===== src/rtl/maxpool2x2_stream.sv =====
// maxpool2x2_stream
//   Streaming 2x2 / stride-2 max-pooling stage. Consumes one signed fixed-point
//   pixel per handshake in raster order for an IMG_W x IMG_H map and emits the
//   (IMG_W/2) x (IMG_H/2) pooled map in raster order. Partial maxima of the even
//   row are kept in a line buffer of IMG_W/2 words; no frame buffering.
//
// Parameters
//   N      data word width (two's complement)
//   Q      fractional bits (format tag only; the max does not depend on it)
//   IMG_W  input width in pixels (even, >= 2)
//   IMG_H  input height in pixels (even, >= 2)
//
// Ports
//   clk        clock, rising edge
//   rst        synchronous reset, active low
//   in_valid   in_data holds a pixel
//   in_ready   block accepts in_data this cycle
//   in_data    pixel, signed Q(N-Q).Q
//   out_valid  out_data holds a pooled result
//   out_ready  consumer accepts out_data this cycle
//   out_data   pooled maximum, same format as input
//   out_last   with out_valid: last pooled pixel of the frame
//
// Handshake: a transfer happens on a rising edge where valid & ready are both
// high. A producer holding valid keeps its data stable until the transfer;
// ready may depend combinationally on the other side, valid never does.

module maxpool2x2_stream #(
    parameter int N     = 16,
    parameter int Q     = 12,
    parameter int IMG_W = 28,
    parameter int IMG_H = 28
) (
    input  logic         clk,
    input  logic         rst,
    input  logic         in_valid,
    output logic         in_ready,
    input  logic [N-1:0] in_data,
    output logic         out_valid,
    input  logic         out_ready,
    output logic [N-1:0] out_data,
    output logic         out_last
);

    localparam int CW       = $clog2(IMG_W);
    localparam int RW       = $clog2(IMG_H);
    localparam int LB_DEPTH = IMG_W / 2;
    localparam int AW       = (LB_DEPTH > 1) ? $clog2(LB_DEPTH) : 1;

    // Elaboration-time guard against geometries the pairing scheme cannot handle.
    generate
        if ((IMG_W < 2) || (IMG_W % 2 != 0) || (IMG_H < 2) || (IMG_H % 2 != 0) || (Q >= N)) begin : g_bad_params
            $error("maxpool2x2_stream: IMG_W/IMG_H must be even and >= 2, Q < N");
        end
    endgenerate

    // Signed maximum; on a tie both operands are the same value.
    function automatic logic [N-1:0] smax(input logic [N-1:0] a, input logic [N-1:0] b);
        return ($signed(a) >= $signed(b)) ? a : b;
    endfunction

    logic [CW-1:0] col_q, col_d;
    logic [RW-1:0] row_q, row_d;
    logic [N-1:0]  pair_q, pair_d;
    logic          out_valid_q, out_valid_d;
    logic [N-1:0]  out_data_q, out_data_d;
    logic          out_last_q, out_last_d;

    // Line buffer: holds max of the two even-row pixels of each window column pair.
    logic [N-1:0]  lbuf_q [LB_DEPTH];
    logic          lbuf_we_d;
    logic [N-1:0]  lbuf_wdata_d;
    logic [AW-1:0] lb_addr;
    logic [N-1:0]  lb_rdata;

    logic acc;
    logic col_end;
    logic row_end;

    // The output register can take a new result when it is empty or being drained.
    assign in_ready = ~out_valid_q | out_ready;
    assign acc      = in_valid & in_ready;
    assign col_end  = (col_q == CW'(IMG_W - 1));
    assign row_end  = (row_q == RW'(IMG_H - 1));
    assign lb_addr  = AW'(col_q >> 1);
    assign lb_rdata = lbuf_q[lb_addr];

    always_comb begin
        col_d        = col_q;
        row_d        = row_q;
        pair_d       = pair_q;
        out_valid_d  = out_valid_q & ~out_ready;
        out_data_d   = out_data_q;
        out_last_d   = out_last_q;
        lbuf_we_d    = 1'b0;
        lbuf_wdata_d = smax(pair_q, in_data);

        if (acc) begin
            // Window position is {row parity, col parity}.
            unique case ({row_q[0], col_q[0]})
                2'b00: pair_d = in_data;
                2'b01: lbuf_we_d = 1'b1;
                2'b10: pair_d = smax(lb_rdata, in_data);
                default: begin
                    // Bottom-right pixel closes the window; a load wins over a drain.
                    out_data_d  = smax(pair_q, in_data);
                    out_valid_d = 1'b1;
                    out_last_d  = row_end & col_end;
                end
            endcase

            if (col_end) begin
                col_d = '0;
                row_d = row_end ? '0 : row_q + RW'(1);
            end else begin
                col_d = col_q + CW'(1);
            end
        end
    end

    always_ff @(posedge clk) begin
        if (!rst) begin
            col_q       <= '0;
            row_q       <= '0;
            pair_q      <= '0;
            out_valid_q <= 1'b0;
            out_data_q  <= '0;
            out_last_q  <= 1'b0;
        end else begin
            col_q       <= col_d;
            row_q       <= row_d;
            pair_q      <= pair_d;
            out_valid_q <= out_valid_d;
            out_data_q  <= out_data_d;
            out_last_q  <= out_last_d;
        end
    end

    // Not reset: each entry is written on an even row before the odd row reads it.
    always_ff @(posedge clk) begin
        if (lbuf_we_d) begin
            lbuf_q[lb_addr] <= lbuf_wdata_d;
        end
    end

    assign out_valid = out_valid_q;
    assign out_data  = out_data_q;
    assign out_last  = out_last_q;

endmodule


===== config.mk =====
export PLATFORM = sky130hd
export DESIGN_NAME = maxpool2x2_stream
export DESIGN_NICKNAME = d
export VERILOG_FILES = /design/src/rtl/maxpool2x2_stream.sv
export SDC_FILE = /design/constraint.sdc
export NUM_CORES = 1
export LEC_CHECK = 0
export BUFFER_PORTS_ARGS = -buffer_cell sky130_fd_sc_hd__buf_2
export CORE_AREA = 2 2 179 111
export DETAILED_ROUTE_END_ITERATION = 10
export DIE_AREA = 0 0 181 113
export PLACE_DENSITY = 0.91
export SYNTH_ARGS = -nofsm -noshare
export SYNTH_HDL_FRONTEND = slang
export SYNTH_SLANG_ARGS = --single-unit

===== constraint.sdc =====
create_clock -name clk -period 5.2 [get_ports clk]
set_clock_uncertainty 0.15 [all_clocks]
set_input_delay 0.26 -clock clk [delete_from_list [all_inputs] [get_ports clk]]
set_output_delay 0.26 -clock clk [all_outputs]
set_load 0.02 [all_outputs]

==> key figures, run 1 <==
Clocking
  • CTS H-tree depth: 1
  • Clock latency on the worst-skew pair: 520 ps
  • CTS resizes: 0
  • Max clock buf depth: 3
  • Postcts setup bufs: 0
  • Clk sinks: 272
  • Root Buffer: clkbuf_16
  • CTS tree: yes
  • Num CTS Buffers: 24
  • CTS Hold Buffers Added: 16
  • Clk slew on worst S/H paths: 70 ps

Min path
  • Hold crit path type: in2reg
  • Hold path depth: 4

Finish
  • Final core utilization: 0.6922
  • Area grow syn2layout: 13.09%
  • Share of layout cells above drive strength 1: 0.2744
  • Final cell count without fillers: 1004
  • Layout Nets: 794
  • FILL cells: 1142
  • N_diodes: 0

Pwr
  • Reg power frac: 0.529
  • Net load switching power: 0.001023 W
  • VDD IR max: 0.2715 mV
  • Clock group share of total power: 0.390
  • Pint: 0.003619 W
  • Switching part of the total: 0.2203
  • Comb pwr share: 0.081
  • Leakage power: 4.432 nW
  • PD cells: 357.9 mW/mm^2

Placement
  • # port buffers: 38
  • Placed Cells: 944
  • Post-DP HPWL: 16.70 mm
  • Routability cong.: 0.8412

Global route
  • Tot GR Track Use: 0.2715
  • Initial antenna violation count: 0
  • GRT Residual Overflow: 0
  • First-pass GRT wire length: 40.72 mm
  • Vias in the first global route: 6646
  • Largest net degree at the start of global routing: 37

Yosys
  • Synth Area in XOR/XNOR: 0.003818
  • Async S/R FF share, synth: 0
  • Register area share after synthesis: 0.6703
  • Post-synthesis simple-gate area fraction: 0.05237
  • Post-synth top area share: 0.5865
  • Number of synthesized register bits: 272
  • Synth Area in Compound Gates: 0.05204
  • Synth Flop Type: edfxtp_1
  • Mapped Nets: 731
  • Number of synthesized flops with an enable pin: 224
  • Post-synthesis adder-cell area fraction: 0.03709
  • Most numerous cell in the Yosys netlist: edfxtp_1
  • Largest area contributor in the netlist: edfxtp_1
  • Syn Area/Cell: 16.94 um^2
  • Main combinational cell family by area after synthesis: multiplexers
  • Syn Std Cell Area: 0.01147 mm^2
  • Mapped Cells: 677
  • Cell variety after synth: 44
  • Synth cell count leaders: 224 x edfxtp_1, 63 x mux4_2, 48 x dfxtp_1, 39 x nand2_1, 34 x ha_1
  • Largest cells by area after synthesis: edfxtp_1 59%, mux4_2 12%, dfxtp_1 8.4%
  • Proportion of synthesized area in mux cells: 0.1627
  • Syn. warnings: 0

Die
  • Ports: 39
  • Die Footprint: 0.02045 mm^2
  • DIE WIDTH: 181 um
  • Std cell rows: 39
  • Die Y: 113 um
  • Core Box Area: 0.01874 mm^2
  • Initial Utilization: 0.6120

Critical path
  • Worst reg-to-reg path cell count: 12
  • Crit path DAT: 4800 ps
  • Most frequent CP cell: mux4_2
  • Worst setup EP type: flop
  • CP startpoint kind: flop
  • Crit path depth: 12
  • CP top delay family: multiplexers
  • Crit-path cells: buf_12, mux4_2, mux4_2, ha_1, nand4_1, nor3_1, o21ai_0, and2_1, a2111oi_4, buf_4, mux2i_1, a22o_1
  • Count of buffer and inverter cells on the critical path: 2
  • Crit-path max cell delay: 790 ps
  • Crit-path slowest cell: dfxtp_4
  • Setup CP Type: reg2reg
  • Crit-path max FO: 36
  • CP required: 5460 ps

Route
  • Met2 wire length: 12.27 mm
  • 1st-iter DRT viols: 930
  • Routed len/inst: 26.78 um
  • DR vias: 6629
  • # DRC: 0
  • Met1 wire length: 10.51 mm
  • Pre-antenna DRT Iters: 6
  • Routed Antenna Nets: 0
  • DR top layer: met4
  • Wire length on met3: 3.426 mm
  • Via density per instance: 6.603
  • Post-Route WL: 26.89 mm

STA
  • Final slew viol count: 0
  • Setup TNS: 0 ps
  • Final min period: 4543 ps
  • Headroom to the max-slew limit: 0.1390
  • Highest clock rate: 0.2201 GHz
  • Unrepaired setup endpoints after global routing: no
  • Final period util: 0.8736
  • Worst slew pin tran: 1289 ps
  • Final hold viol count: 0
  • Hold Slack: 51.51 ps
  • Count of final setup violators: 0

Run
  • Max Cap Viol: 0

Status
  • Status: complete, no violations
-- cell families (layout without fill, tap and decap cells) --
group | after synthesis | after routing
compound gates | 85 | 85
xor+xnor | 5 | 5
buf+inv | 58 | 139
flops | 272 | 272
simple gates | 123 | 123
mux | 100 | 100
fa+ha+maj | 34 | 34
-- worst min-delay path, delay by kind of cell --
family | cells | cell delay [ps]
AO/OA/AOI/OAI | 1 | 110
AND/OR/NAND/NOR | 2 | 220
buffers and inverters | 1 | 80
-- state kept, by name, indices dropped and copies added (netlist names), named ones only --
register / flops
out_data: 16
out_valid: 1
col_q: 5
lbuf_q: 224
out_last: 1
pair_q: 16
row_q: 5
-- through the flow --
step | worst slack, ps | cell area (um^2) | power, W
2_1_floorplan | 1344 | 11470 | 0.002748
3_3_place_gp | 855.1 | 11990 | 0.002839
3_5_place_dp | 739.2 | 11990 | 0.002861
4_1_cts | 717.0 | 12970 | 0.004649
5_1_grt | 412.8 | 12970 | 0.004770
6_report | 657.4 | 12970 | 0.004641
-- power groups by stage --
| stage | Combinational (W) | Sequential (W) | Clock (W) |
|---|---|---|---|
| floorplan | 0.000266 | 0.00248 | 0 |
| global placement | 0.000336 | 0.00250 | 0 |
| detailed placement | 0.000357 | 0.00250 | 0 |
| CTS | 0.000370 | 0.00246 | 0.00182 |
| global route | 0.000407 | 0.00246 | 0.00190 |
| finish | 0.000376 | 0.00246 | 0.00181 |
-- worst paths after layout --
path | startpoint | endpoint | slack, ps
worst max-delay path | flop | pair_q[0]$_SDFFE_PN0P_ | 660
worst min-delay path | in_valid | flop | 50
worst max register to register | flop | pair_q[0]$_SDFFE_PN0P_ | 660
worst min register to register | pair_q[3]$_SDFFE_PN0P_ | pair_q[3]$_SDFFE_PN0P_ | 360
-- layout make-up --
type / count / area, um^2 / share of cell area
flip-flops and latches: 272 / 7692 / 0.5931
multi-input cells: 347 / 3568 / 0.2751
clock buffers: 34 / 732.0 / 0.05643
repair buffers: 73 / 505.5 / 0.03897
well taps: 246 / 307.8 / 0.02373
inverters: 22 / 82.58 / 0.006367
clock inverters: 10 / 81.33 / 0.006271
-- per-layer routing --
metal  global-route usage  vias up
li1                     -     2795
met1               0.4112     3291
met2               0.4146      468
met3              0.05021       75
met4              0.07263        0
met5                    0        -
-- cells in the final DEF, fill, tap and decap left out, types with 20 or more instances in the layout --
cell type    n
mux4_2      63
ha_1        34
nand3_1     21
nand2_1     39
o21ai_0     20
clkbuf_16   27
dfxtp_1     46
inv_1       22
edfxtp_1   224
mux2_2      21
nor2_1      22
buf_2       38
Power figures use the tool's default switching activity.
==> run 2: changes to the inputs <==
==> constraint.sdc (replaced) <==
create_clock -name clk -period 5.2 [get_ports clk]
set_clock_uncertainty 0.15 [all_clocks]
set_input_delay 0.52 -clock clk [delete_from_list [all_inputs] [get_ports clk]]
set_output_delay 0.52 -clock clk [all_outputs]
set_load 0.02 [all_outputs]
==> key figures, run 2 (same netlist as run 1, synthesis figures left out) <==
Critical path
  • Crit-path max FO: 36 (unchanged)
  • Setup CP Type: reg2reg
  • Worst r2r dst: pair_q[0]$_SDFFE_PN0P_
  • CP required: 5460 ps (about the same)
  • Worst setup EP type: flop
  • CP startpoint kind: flop
  • R2R setup slack: 660 ps (about the same)
  • Crit path DAT: 4800 ps (about the same)
  • Worst reg-to-reg path cell count: 12 (unchanged)

Placement
  • Post-DP HPWL: 16.93 mm (+1.4%)
  • Routability cong.: 0.8421 (+0.11%)
  • # port buffers: 38 (unchanged)
  • Pre-CTS WS: 754.3 ps (+15.16 ps)

STA
  • Final min period: 4539 ps (-3.282 ps)
  • Hold Slack: 137.6 ps (+86.10 ps)
  • Setup TNS: 0 ps (unchanged)
  • Final period util: 0.8729 (about the same)
  • Final hold viol count: 0 (unchanged)
  • Final slew viol count: 0 (unchanged)
  • Count of final setup violators: 0 (unchanged)
  • Unrepaired setup endpoints after global routing: no
  • Worst slew pin tran: 1256 ps (-32.37 ps)
  • Headroom to the max-slew limit: 0.1606 (+0.02162)
  • Highest clock rate: 0.2203 GHz (about the same)
  • Final WS setup: 660.7 ps (+3.282 ps)

Route
  • Routed len/inst: 27.47 um (+2.5%)
  • Pre-antenna DRT Iters: 5 (-1)
  • Via density per instance: 6.603 (about the same)
  • # DRC: 0 (unchanged)
  • Post-Route WL: 27.16 mm (+1.0%)
  • Routed Antenna Nets: 0 (unchanged)
  • 1st-iter DRT viols: 960 (+3.2%)
  • DR vias: 6530 (-1.5%)

Die
  • Ports: 39 (unchanged)
  • Initial Utilization: 0.6120 (unchanged)
  • DIE WIDTH: 181 um (unchanged)
  • Die Footprint: 0.02045 mm^2 (unchanged)
  • Std cell rows: 39 (unchanged)
  • Core Box Area: 0.01874 mm^2 (unchanged)
  • Die Y: 113 um (unchanged)

Status
  • Status: complete, no violations

Clocking
  • Num CTS Buffers: 24 (unchanged)
  • Clk sinks: 272 (unchanged)
  • CTS resizes: 0 (unchanged)
  • Clk slew on worst S/H paths: 70 ps (about the same)
  • CTS tree: yes
  • Root Buffer: clkbuf_16
  • Postcts setup bufs: 0 (unchanged)
  • CTS H-tree depth: 1 (unchanged)
  • Clock latency on the worst-skew pair: 530 ps (about the same)
  • Max clock buf depth: 3 (unchanged)
  • CTS Hold Buffers Added: 0 (-16)

Finish
  • Commonest non-fill, non-tap cell in the layout: edfxtp_1
  • N_diodes: 0 (unchanged)
  • Share of layout cells above drive strength 1: 0.2732 (-0.001190)
  • Most frequent cells in the layout: 224 x edfxtp_1, 63 x mux4_2, 46 x dfxtp_1
  • Layout Nets: 779 (-1.9%)
  • Reg area: 0.007692 mm^2 (unchanged)
  • Area grow syn2layout: 11.89%
  • Max reg flops: 224 (unchanged)
  • Area of the multi-input gates: 0.003565 mm^2 (-0.11%)
  • Reg with most FFs: lbuf_q
  • FILL cells: 1149 (+0.61%)

Global route
  • Initial antenna violation count: 0 (unchanged)
  • Tot GR Track Use: 0.2746 (+0.003097)
  • Largest net degree at the start of global routing: 37 (unchanged)
  • GRT Residual Overflow: 0 (unchanged)
  • Vias in the first global route: 6540 (-1.6%)
  • First-pass GRT wire length: 40.93 mm (+0.51%)

Min path
  • Hold crit path type: in2reg
  • Hold path depth: 3 (-1)
  • Min-Delay Endpoint: pair_q[5]$_SDFFE_PN0P_
  • Worst Hold Launch: in_data[5]

Pwr
  • PD cells: 366.3 mW/mm^2 (+2.3%)
  • Leakage power: 4.381 nW (-1.2%)
  • VDD IR max: 0.3059 mV (+13%)

Run
  • Max Cap Viol: 0 (unchanged)
## run 2: worst max path at each step
| stage | start | end | slack [ps] | cells after the start |
|---|---|---|---|---|
| CTS | flop | pair_q[0]$_SDFFE_PN0P_ | 690 | 12 |
| finish | flop | pair_q[0]$_SDFFE_PN0P_ | 660 | 12 |
| detailed placement | flop | pair_q[0]$_SDFFE_PN0P_ | 750 | 12 |
| floorplan | flop | pair_q[11]$_SDFFE_PN0P_ | 1340 | 14 |
| global placement | flop | pair_q[0]$_SDFFE_PN0P_ | 850 | 12 |
| global route | flop | pair_q[0]$_SDFFE_PN0P_ | 300 | 12 |
## run 2: power breakdown
group / leakage (nW) / internal [W] / total [W] / switching (W)
clock: 0.407 / 0.00110 / 0.00187 / 0.000769
sequential: 2.43 / 0.00243 / 0.00246 / 0.0000306
combinational: 1.54 / 0.000150 / 0.000370 / 0.000220
## run 2: routing by layer
| layer | GRT usage | wire length, um |
|---|---|---|
| met2 | 0.4297 | 12720 |
| met1 | 0.4036 | 10910 |
| met3 | 0.05472 | 3020 |
| met4 | 0.07480 | 515 |
| met5 | 0 | 0 |
## run 2: critical path, cell delays in order (launching register included)
cell and delay (ps):
dfxtp_4 800, buf_12 310, mux4_2 550, mux4_2 520, ha_1 350, nand4_1 90, nor3_1 220, o21ai_0 190
and2_1 220, a2111oi_4 280, buf_4 370, mux2i_1 120, a22o_1 210
## run 2: final cells by class
type / instances / share of cell area
Clock inverter: 10 / 0.009360
Inverter: 22 / 0.006435
Sequential cell: 272 / 0.5995
Timing Repair Buffer: 58 / 0.02750
Clock buffer: 34 / 0.05548
Tap cell: 246 / 0.02399
Multi-Input combinational cell: 347 / 0.2778
## run 2: through the flow
stage,instances,instance area [um^2],total power (W),util
3_5_place_dp,945,12000,0.002864,0.6404
5_1_grt,989,12830,0.004821,0.6848
2_1_floorplan,677,11470,0.002748,-
6_report,989,12830,0.004700,0.6848
4_1_cts,989,12830,0.004706,0.6848
3_3_place_gp,945,12000,0.002840,0.6404
